**config.mk**
```make
export PLATFORM = sky130hd
export DESIGN_NAME = pwm_sched_flat
export DESIGN_NICKNAME = d
export VERILOG_FILES = /design/src/rtl/pwm_pkg.sv /design/src/rtl/pwm_sched_if.sv /design/src/rtl/pwm_presc_tick.sv /design/src/rtl/pwm_sched.sv /design/src/flat_wrapper.sv
export SDC_FILE = /design/constraint.sdc
export NUM_CORES = 1
export LEC_CHECK = 0
export ABC_AREA = 1
export BUFFER_PORTS_ARGS = -buffer_cell sky130_fd_sc_hd__buf_2
export CORE_AREA = 2 2 110 85
export CTS_CLUSTER_SIZE = 12
export DETAILED_ROUTE_END_ITERATION = 16
export DIE_AREA = 0 0 112 87
export PLACE_DENSITY = 0.77
export SLEW_MARGIN = 10
export SYNTH_ARGS = -nofsm -noshare
export SYNTH_HDL_FRONTEND = slang
export SYNTH_SLANG_ARGS = --single-unit
```
**constraint.sdc**
```tcl
create_clock -name clk_in -period 5.3 [get_ports clk_in]
set_clock_uncertainty 0.05 [all_clocks]
set_input_delay 0.53 -clock clk_in [delete_from_list [all_inputs] [get_ports clk_in]]
set_output_delay 0.53 -clock clk_in [all_outputs]
set_load 0.01 [all_outputs]
```
**src/rtl/pwm_pkg.sv**
```systemverilog
// Shared types and reset constants for the pwm_sched PWM controller.
package pwm_pkg;

  localparam int NUM_CH_DEF  = 4;
  localparam int CNT_W_DEF   = 8;
  localparam int PRESC_W_DEF = 4;

  typedef enum logic [1:0] {
    CFG_PRESC  = 2'd0,
    CFG_PERIOD = 2'd1,
    CFG_DUTY   = 2'd2,
    CFG_RSVD   = 2'd3
  } cfg_kind_e;

  typedef enum logic [1:0] {
    IDLE     = 2'd0,
    RUN      = 2'd1,
    STOPPING = 2'd2
  } state_e;

  localparam logic [CNT_W_DEF-1:0] PERIOD_RST = '1;
  localparam logic [CNT_W_DEF-1:0] DUTY_RST   = '0;

endpackage

```
**src/rtl/pwm_sched_if.sv**
```systemverilog
// Control/config bus between the controller logic (master) and pwm_sched (slave).
interface pwm_sched_if #(
  parameter int NUM_CH = 4,
  parameter int CNT_W  = 8,
  parameter int CH_W   = (NUM_CH > 1) ? $clog2(NUM_CH) : 1
);
  import pwm_pkg::*;

  logic              run;
  logic              cfg_valid;
  logic              cfg_ready;
  cfg_kind_e         cfg_kind;
  logic [CH_W-1:0]   cfg_ch;
  logic [CNT_W-1:0]  cfg_data;
  logic [NUM_CH-1:0] pwm_out;
  logic              period_tick;
  logic              busy;

  modport master (
    output run, cfg_valid, cfg_kind, cfg_ch, cfg_data,
    input  cfg_ready, pwm_out, period_tick, busy
  );

  modport slave (
    input  run, cfg_valid, cfg_kind, cfg_ch, cfg_data,
    output cfg_ready, pwm_out, period_tick, busy
  );

endinterface

```
**src/rtl/pwm_presc_tick.sv**
```systemverilog
// Prescaler: emits a one-cycle tick every presc+1 cycles; held at zero by clear.
module pwm_presc_tick #(
  parameter int PRESC_W = 4
) (
  input  logic               clk_in,
  input  logic               rst,
  input  logic               clear,
  input  logic [PRESC_W-1:0] presc,
  output logic               tick
);

  logic [PRESC_W-1:0] presc_cnt;

  assign tick = (presc_cnt == presc);

  always_ff @(posedge clk_in) begin
    if (!rst || clear || tick) begin
      presc_cnt <= '0;
    end else begin
      presc_cnt <= presc_cnt + PRESC_W'(1);
    end
  end

endmodule

```
**src/rtl/pwm_sched.sv**
```systemverilog
// Multi-channel PWM controller with shadowed configuration that takes effect
// only at period boundaries, so duty/period updates never glitch the outputs.
module pwm_sched
  import pwm_pkg::*;
#(
  parameter int NUM_CH  = NUM_CH_DEF,
  parameter int CNT_W   = CNT_W_DEF,
  parameter int PRESC_W = PRESC_W_DEF,
  parameter int CH_W    = (NUM_CH > 1) ? $clog2(NUM_CH) : 1
) (
  input logic        clk_in,
  input logic        rst,
  pwm_sched_if.slave bus
);

  state_e             state;
  state_e             state_nx;
  logic [CNT_W-1:0]   cnt;
  logic [CNT_W-1:0]   period_sh;
  logic [CNT_W-1:0]   period_act;
  logic [PRESC_W-1:0] presc_sh;
  logic [PRESC_W-1:0] presc_act;
  logic [CNT_W-1:0]   duty_sh  [NUM_CH];
  logic [CNT_W-1:0]   duty_act [NUM_CH];
  logic               tick;
  logic               wrap;
  logic               presc_clr;
  logic               accept;
  logic               ch_ok;
  logic [NUM_CH-1:0]  pwm_nx;

  assign presc_clr = (state == IDLE);

  pwm_presc_tick #(.PRESC_W(PRESC_W)) u_presc (
    .clk_in (clk_in),
    .rst    (rst),
    .clear  (presc_clr),
    .presc  (presc_act),
    .tick   (tick)
  );

  assign wrap          = (state != IDLE) && tick && (cnt == period_act);
  assign bus.busy      = (state != IDLE);
  assign bus.cfg_ready = rst && !(bus.busy && wrap);
  assign accept        = bus.cfg_valid && bus.cfg_ready;
  assign ch_ok         = ({1'b0, bus.cfg_ch} < (CH_W+1)'(NUM_CH));

  // A request to run always wins; STOPPING only falls back to IDLE on a wrap.
  always_comb begin
    state_nx = state;
    unique case (state)
      IDLE:     if (bus.run) state_nx = RUN;
      RUN:      if (!bus.run) state_nx = STOPPING;
      STOPPING: begin
        if (bus.run)   state_nx = RUN;
        else if (wrap) state_nx = IDLE;
      end
      default:  state_nx = IDLE;
    endcase
  end

  always_comb begin
    pwm_nx = '0;
    for (int i = 0; i < NUM_CH; i++) begin
      pwm_nx[i] = (state_nx != IDLE) && (cnt < duty_act[i]);
    end
  end

  always_ff @(posedge clk_in) begin
    if (!rst) begin
      state           <= IDLE;
      cnt             <= '0;
      bus.pwm_out     <= '0;
      bus.period_tick <= 1'b0;
      presc_sh        <= '0;
      presc_act       <= '0;
      period_sh       <= PERIOD_RST;
      period_act      <= PERIOD_RST;
      for (int i = 0; i < NUM_CH; i++) begin
        duty_sh[i]  <= DUTY_RST;
        duty_act[i] <= DUTY_RST;
      end
    end else begin
      state           <= state_nx;
      bus.pwm_out     <= pwm_nx;
      bus.period_tick <= wrap;

      if (state == IDLE) begin
        cnt <= '0;
      end else if (tick) begin
        cnt <= wrap ? '0 : cnt + CNT_W'(1);
      end

      // Ready is low on wrap, so this copy never sees a same-cycle write.
      if (state == IDLE || wrap) begin
        presc_act  <= presc_sh;
        period_act <= period_sh;
        for (int i = 0; i < NUM_CH; i++) begin
          duty_act[i] <= duty_sh[i];
        end
      end

      if (accept) begin
        unique case (bus.cfg_kind)
          CFG_PRESC:  presc_sh  <= bus.cfg_data[PRESC_W-1:0];
          CFG_PERIOD: period_sh <= bus.cfg_data;
          CFG_DUTY:   if (ch_ok) duty_sh[bus.cfg_ch] <= bus.cfg_data;
          default:    ;
        endcase
      end
    end
  end

endmodule

```
**src/flat_wrapper.sv**
```systemverilog
// flat-port wrapper written by rule: the top's interface ports become plain ports
module pwm_sched_flat import pwm_pkg::*;
#(
  parameter int NUM_CH  = NUM_CH_DEF,
  parameter int CNT_W   = CNT_W_DEF,
  parameter int PRESC_W = PRESC_W_DEF,
  parameter int CH_W    = (NUM_CH > 1) ? $clog2(NUM_CH) : 1
)
  (clk_in, rst, bus_run, bus_cfg_valid, bus_cfg_kind, bus_cfg_ch, bus_cfg_data, bus_cfg_ready, bus_pwm_out, bus_period_tick, bus_busy);
  pwm_sched_if #(.NUM_CH(NUM_CH), .CNT_W(CNT_W), .CH_W(CH_W)) bus_i ();
  input logic clk_in;
  input logic rst;
  input wire logic [$bits(bus_i.run)-1:0] bus_run;
  input wire logic [$bits(bus_i.cfg_valid)-1:0] bus_cfg_valid;
  input wire logic [$bits(bus_i.cfg_kind)-1:0] bus_cfg_kind;
  input wire logic [$bits(bus_i.cfg_ch)-1:0] bus_cfg_ch;
  input wire logic [$bits(bus_i.cfg_data)-1:0] bus_cfg_data;
  output wire logic [$bits(bus_i.cfg_ready)-1:0] bus_cfg_ready;
  output wire logic [$bits(bus_i.pwm_out)-1:0] bus_pwm_out;
  output wire logic [$bits(bus_i.period_tick)-1:0] bus_period_tick;
  output wire logic [$bits(bus_i.busy)-1:0] bus_busy;
  assign bus_i.run = bus_run;
  assign bus_i.cfg_valid = bus_cfg_valid;
  assign bus_i.cfg_kind = bus_cfg_kind;
  assign bus_i.cfg_ch = bus_cfg_ch;
  assign bus_i.cfg_data = bus_cfg_data;
  assign bus_cfg_ready = bus_i.cfg_ready;
  assign bus_pwm_out = bus_i.pwm_out;
  assign bus_period_tick = bus_i.period_tick;
  assign bus_busy = bus_i.busy;
  pwm_sched #(.NUM_CH(NUM_CH), .CNT_W(CNT_W), .PRESC_W(PRESC_W), .CH_W(CH_W)) u_core (.clk_in(clk_in), .rst(rst), .bus(bus_i));
endmodule
```
==> results.yml <==
place:
  dpl_worst_slack_ns: 2.69
  portBuffers: 22
  place_inst: 689
  post_dp_cell_area_um2: 5280
  dp_hpwl_mm: 7.48
  finalWeightedCongestion: 0.829
logic_synthesis:
  synth_compound_area_share_pct: 4.14
  synth_top_family_by_area: "simple AND/OR/NAND/NOR gates"
  syn_inst: 563
  ys_seq_area_share_pct: 54.5
  netlist_area_um2: 5110
  netlist_top_cells_area: "edfxtp_1 38%, dfxtp_1 17%, nor2_1 8.4%"
  synth.ff_latch_count: 107
  synthSimpleGateAreaFrac_pct: 23.7
  synth_enable_flop_cells: 64
  synthArstFlopShare_pct: 0
  yosysUniqueCellTypes: 37
  synth.most_common_cell: "nor2_1"
  synth_top_area_share_pct: 37.6
  yosys.area.top_type: "edfxtp_1"
  muxShareOfSynthArea_pct: 0
  yosysWarnings: 0
  synth_nets: 609
  synth-adder-area-share_pct: 7.35
  ys.flop_type: "edfxtp_1"
  synth.avg_cell_area_um2: 9.08
  synth_xor_xnor_area_share_pct: 1.03
  synthTopCellsByCount: "115 x nor2_1, 99 x inv_1, 85 x nand2_1, 64 x edfxtp_1, 43 x dfxtp_1"
route:
  wirelength_mm: 10.4
  post_drt_via_cell_ratio: 5.18
  detail_route.wl_per_cell_um: 14.8
  first_pass_iters: 4
  vias: 3650
  drcViolationCount: 0
  initialDrtViolationCount: 213
  ant_nets: 0
finish:
  fin_nets: 634
  synthToLayoutAreaGrowth_pct: 9.87
  diodes: 0
  fin_cells: 705
  drive_gt1_share_pct: 12.5
  stdcell_area_um2: 5610
floorplan:
  fp-row-count: 30
  start_util_pct: 58.2
  die_x_um: 112
  die_h_um: 87
  ioPinCount: 23
  die_area_um2: 9740
  coreArea_um2: 8780
critical_path:
  r2r_start: "u_core.cnt[1]$_SDFFE_PP0N_"
  endpoint_kind: "output pin"
  r2r-end: "u_core.cnt[0]$_SDFFE_PP0N_"
  setup.worst_path.class: "register to output pin"
  crit_top_cell: "nand2_1"
  critical_path.slowest_cell: "dfxtp_1"
  cp_data_arrival_time_ns: 1.99
  crit_start: "u_core.cnt[3]$_SDFFE_PP0N_"
  crit_fanout: 10
  worstSetupEndpoint: "bus_cfg_ready"
  cp_cell_sequence: "nand2_1 -> nand2_1 -> nor2_2 -> nand2_2 -> nor2_4 -> a21oi_2 -> buf_2"
  start_kind: "register"
  reg2regPathDepth: 11
  r2r_slack_ns: 2.76
  worstPathRequired_ns: 4.72
  cpPeakStageDelay_ns: 0.60
hold_path:
  hold_class: "input port to register"
timing:
  relSlewSlack_pct: 28.3
  hold_viol: 0
  finalCritPeriodShare_pct: 48.4
  setup_viol: 0
  final.setup.tns_ns: 0
  layout_setup_ws_ns: 2.73
  tightest_slew_ns: 1.07
  clock.fmax_mhz: 390
  hold_ws_ns: 0.407
  finalMaxSlewViolations: 0
  rsz0062_at_grt: "false"
  post-route-min-period_ns: 2.57
job:
  maxCapViolations: 0
global_routing:
  grt_max_degree: 51
  grt_remaining_overflow: 0
  grt.total_usage_pct: 22.7
  grt_pass1_vias: 3462
  grt_pass1_wl_mm: 16.9
  antenna_found_initial: 0
outcome:
  status: "completed"
clock_tree:
  cts_max_level: 3
  hold_buffers: 0
  cts_buffer_depth: 2
  clock_latency_ns: 0.35
  cts_inserted_buffers: 9
  cts_resized: 0
  cts_setup_buffers: 0
  cts_sinks: 107
  path_clk_slew_ns: 0.07
  root_buffer: "clkbuf_16"
  cts_tree: "built"
power:
  leakagePower_uw: 0.00251
  power_density_nw_per_um2: 320
  peakVddDrop_v: 0.000224
==> stage by stage <==
| stage | utilization, % | power, µW |
|---|---|---|
| after CTS | 63.9 | 1800 |
| after global placement | 60.2 | 1070 |
| after floorplan | - | 1040 |
| after global routing | 63.9 | 1850 |
| after detailed placement | 60.2 | 1080 |
| final | 63.9 | 1800 |
==> cell families (layout without fill, tap and decap cells) <==
group	count (synthesis)	in the layout
DFF	107	107
buffers and inverters	113	143
AOI/OAI and AO/OA	36	36
adders and majority gates	30	30
and+or+nand+nor	271	271
xor gates and xnor gates	6	6
==> power by group <==
group | internal, µW | switching (µW)
logic | 38.2 | 89.8
clock network | 423 | 315
registers | 916 | 13.8
total | 1380 | 419
==> area by class of cell <==
| cell class | count | area (µm²) |
|---|---|---|
| Inverter | 105 | 399 |
| Multi-Input combinational cell | 343 | 1850 |
| Fill cell | 725 | 3170 |
| Sequential cell | 107 | 2780 |
| Clock inverter | 7 | 105 |
| Timing Repair Buffer | 22 | 110 |
| Clock buffer | 9 | 225 |
| Tap cell | 112 | 140 |
==> critical path: cells and delay by family (launching register included) <==
| kind | cells | cell delay, ns |
|---|---|---|
| AOI/OAI and AO/OA | 1 | 0.40 |
| buffers and inverters | 1 | 0.22 |
| DFF | 1 | 0.60 |
| and+or+nand+nor | 5 | 0.41 |
==> state kept, by name, indices dropped and copies added (netlist names) <==
signal	count
u_core.u_presc.presc_cnt	4
u_core.duty_act	32
u_core.period_act	8
u_core.presc_act	4
u_core.duty_sh	32
u_core.state	2
u_core.bus.pwm_out	4
u_core.bus.period_tick	1
u_core.cnt	8
u_core.period_sh	8
u_core.presc_sh	4
==> cell usage in the layout, fill, tap and decap left out, drive strengths merged <==
cell | netlist | layout
a211oi | 1 | 1
a21boi | 1 | 1
a21oi | 17 | 17
a31oi | 4 | 4
and3 | 4 | 4
buf | 5 | 22
bufinv | 0 | 2
clkbuf | 3 | 9
clkinv | 1 | 3
dfxtp | 43 | 43
edfxtp | 64 | 64
ha | 30 | 30
inv | 104 | 107
nand2 | 91 | 91
nand3 | 26 | 26
nand4 | 13 | 13
nor2 | 130 | 130
nor3 | 5 | 5
nor3b | 1 | 1
o21ai | 12 | 12
o21bai | 1 | 1
or2 | 1 | 1
xnor2 | 4 | 4
xor2 | 2 | 2
==> how the worst min path moves through the flow <==
| stage | startpoint | to | slack [ns] | depth (start not counted) |
|---|---|---|---|---|
| 2_1_floorplan | u_core.presc_sh[0]$_SDFFE_PN0P_ | u_core.presc_act[0]$_SDFFE_PN0P_ | 0.38 | 2 |
| 3_3_place_gp | u_core.period_sh[4]$_SDFFE_PN1P_ | u_core.period_act[4]$_SDFFE_PN1P_ | 0.42 | 2 |
| 3_5_place_dp | u_core.presc_sh[0]$_SDFFE_PN0P_ | u_core.presc_act[0]$_SDFFE_PN0P_ | 0.42 | 2 |
| 4_1_cts | bus_cfg_data[7] | u_core.period_sh[7]$_SDFFE_PN1P_ | 0.40 | 3 |
| 5_1_grt | bus_cfg_data[4] | u_core.period_sh[4]$_SDFFE_PN1P_ | 0.41 | 3 |
| 6_report | bus_cfg_data[6] | u_core.period_sh[6]$_SDFFE_PN1P_ | 0.41 | 3 |
==> layer usage <==
| layer | GRT usage [%] | wire length, µm |
|---|---|---|
| met3 | 5.78 | 564 |
| met5 | 0 | 0 |
| met1 | 31.0 | 5000 |
| met2 | 35.5 | 4630 |
| met4 | 8.43 | 236 |
No activity file was read; power rests on OpenSTA's default activity.
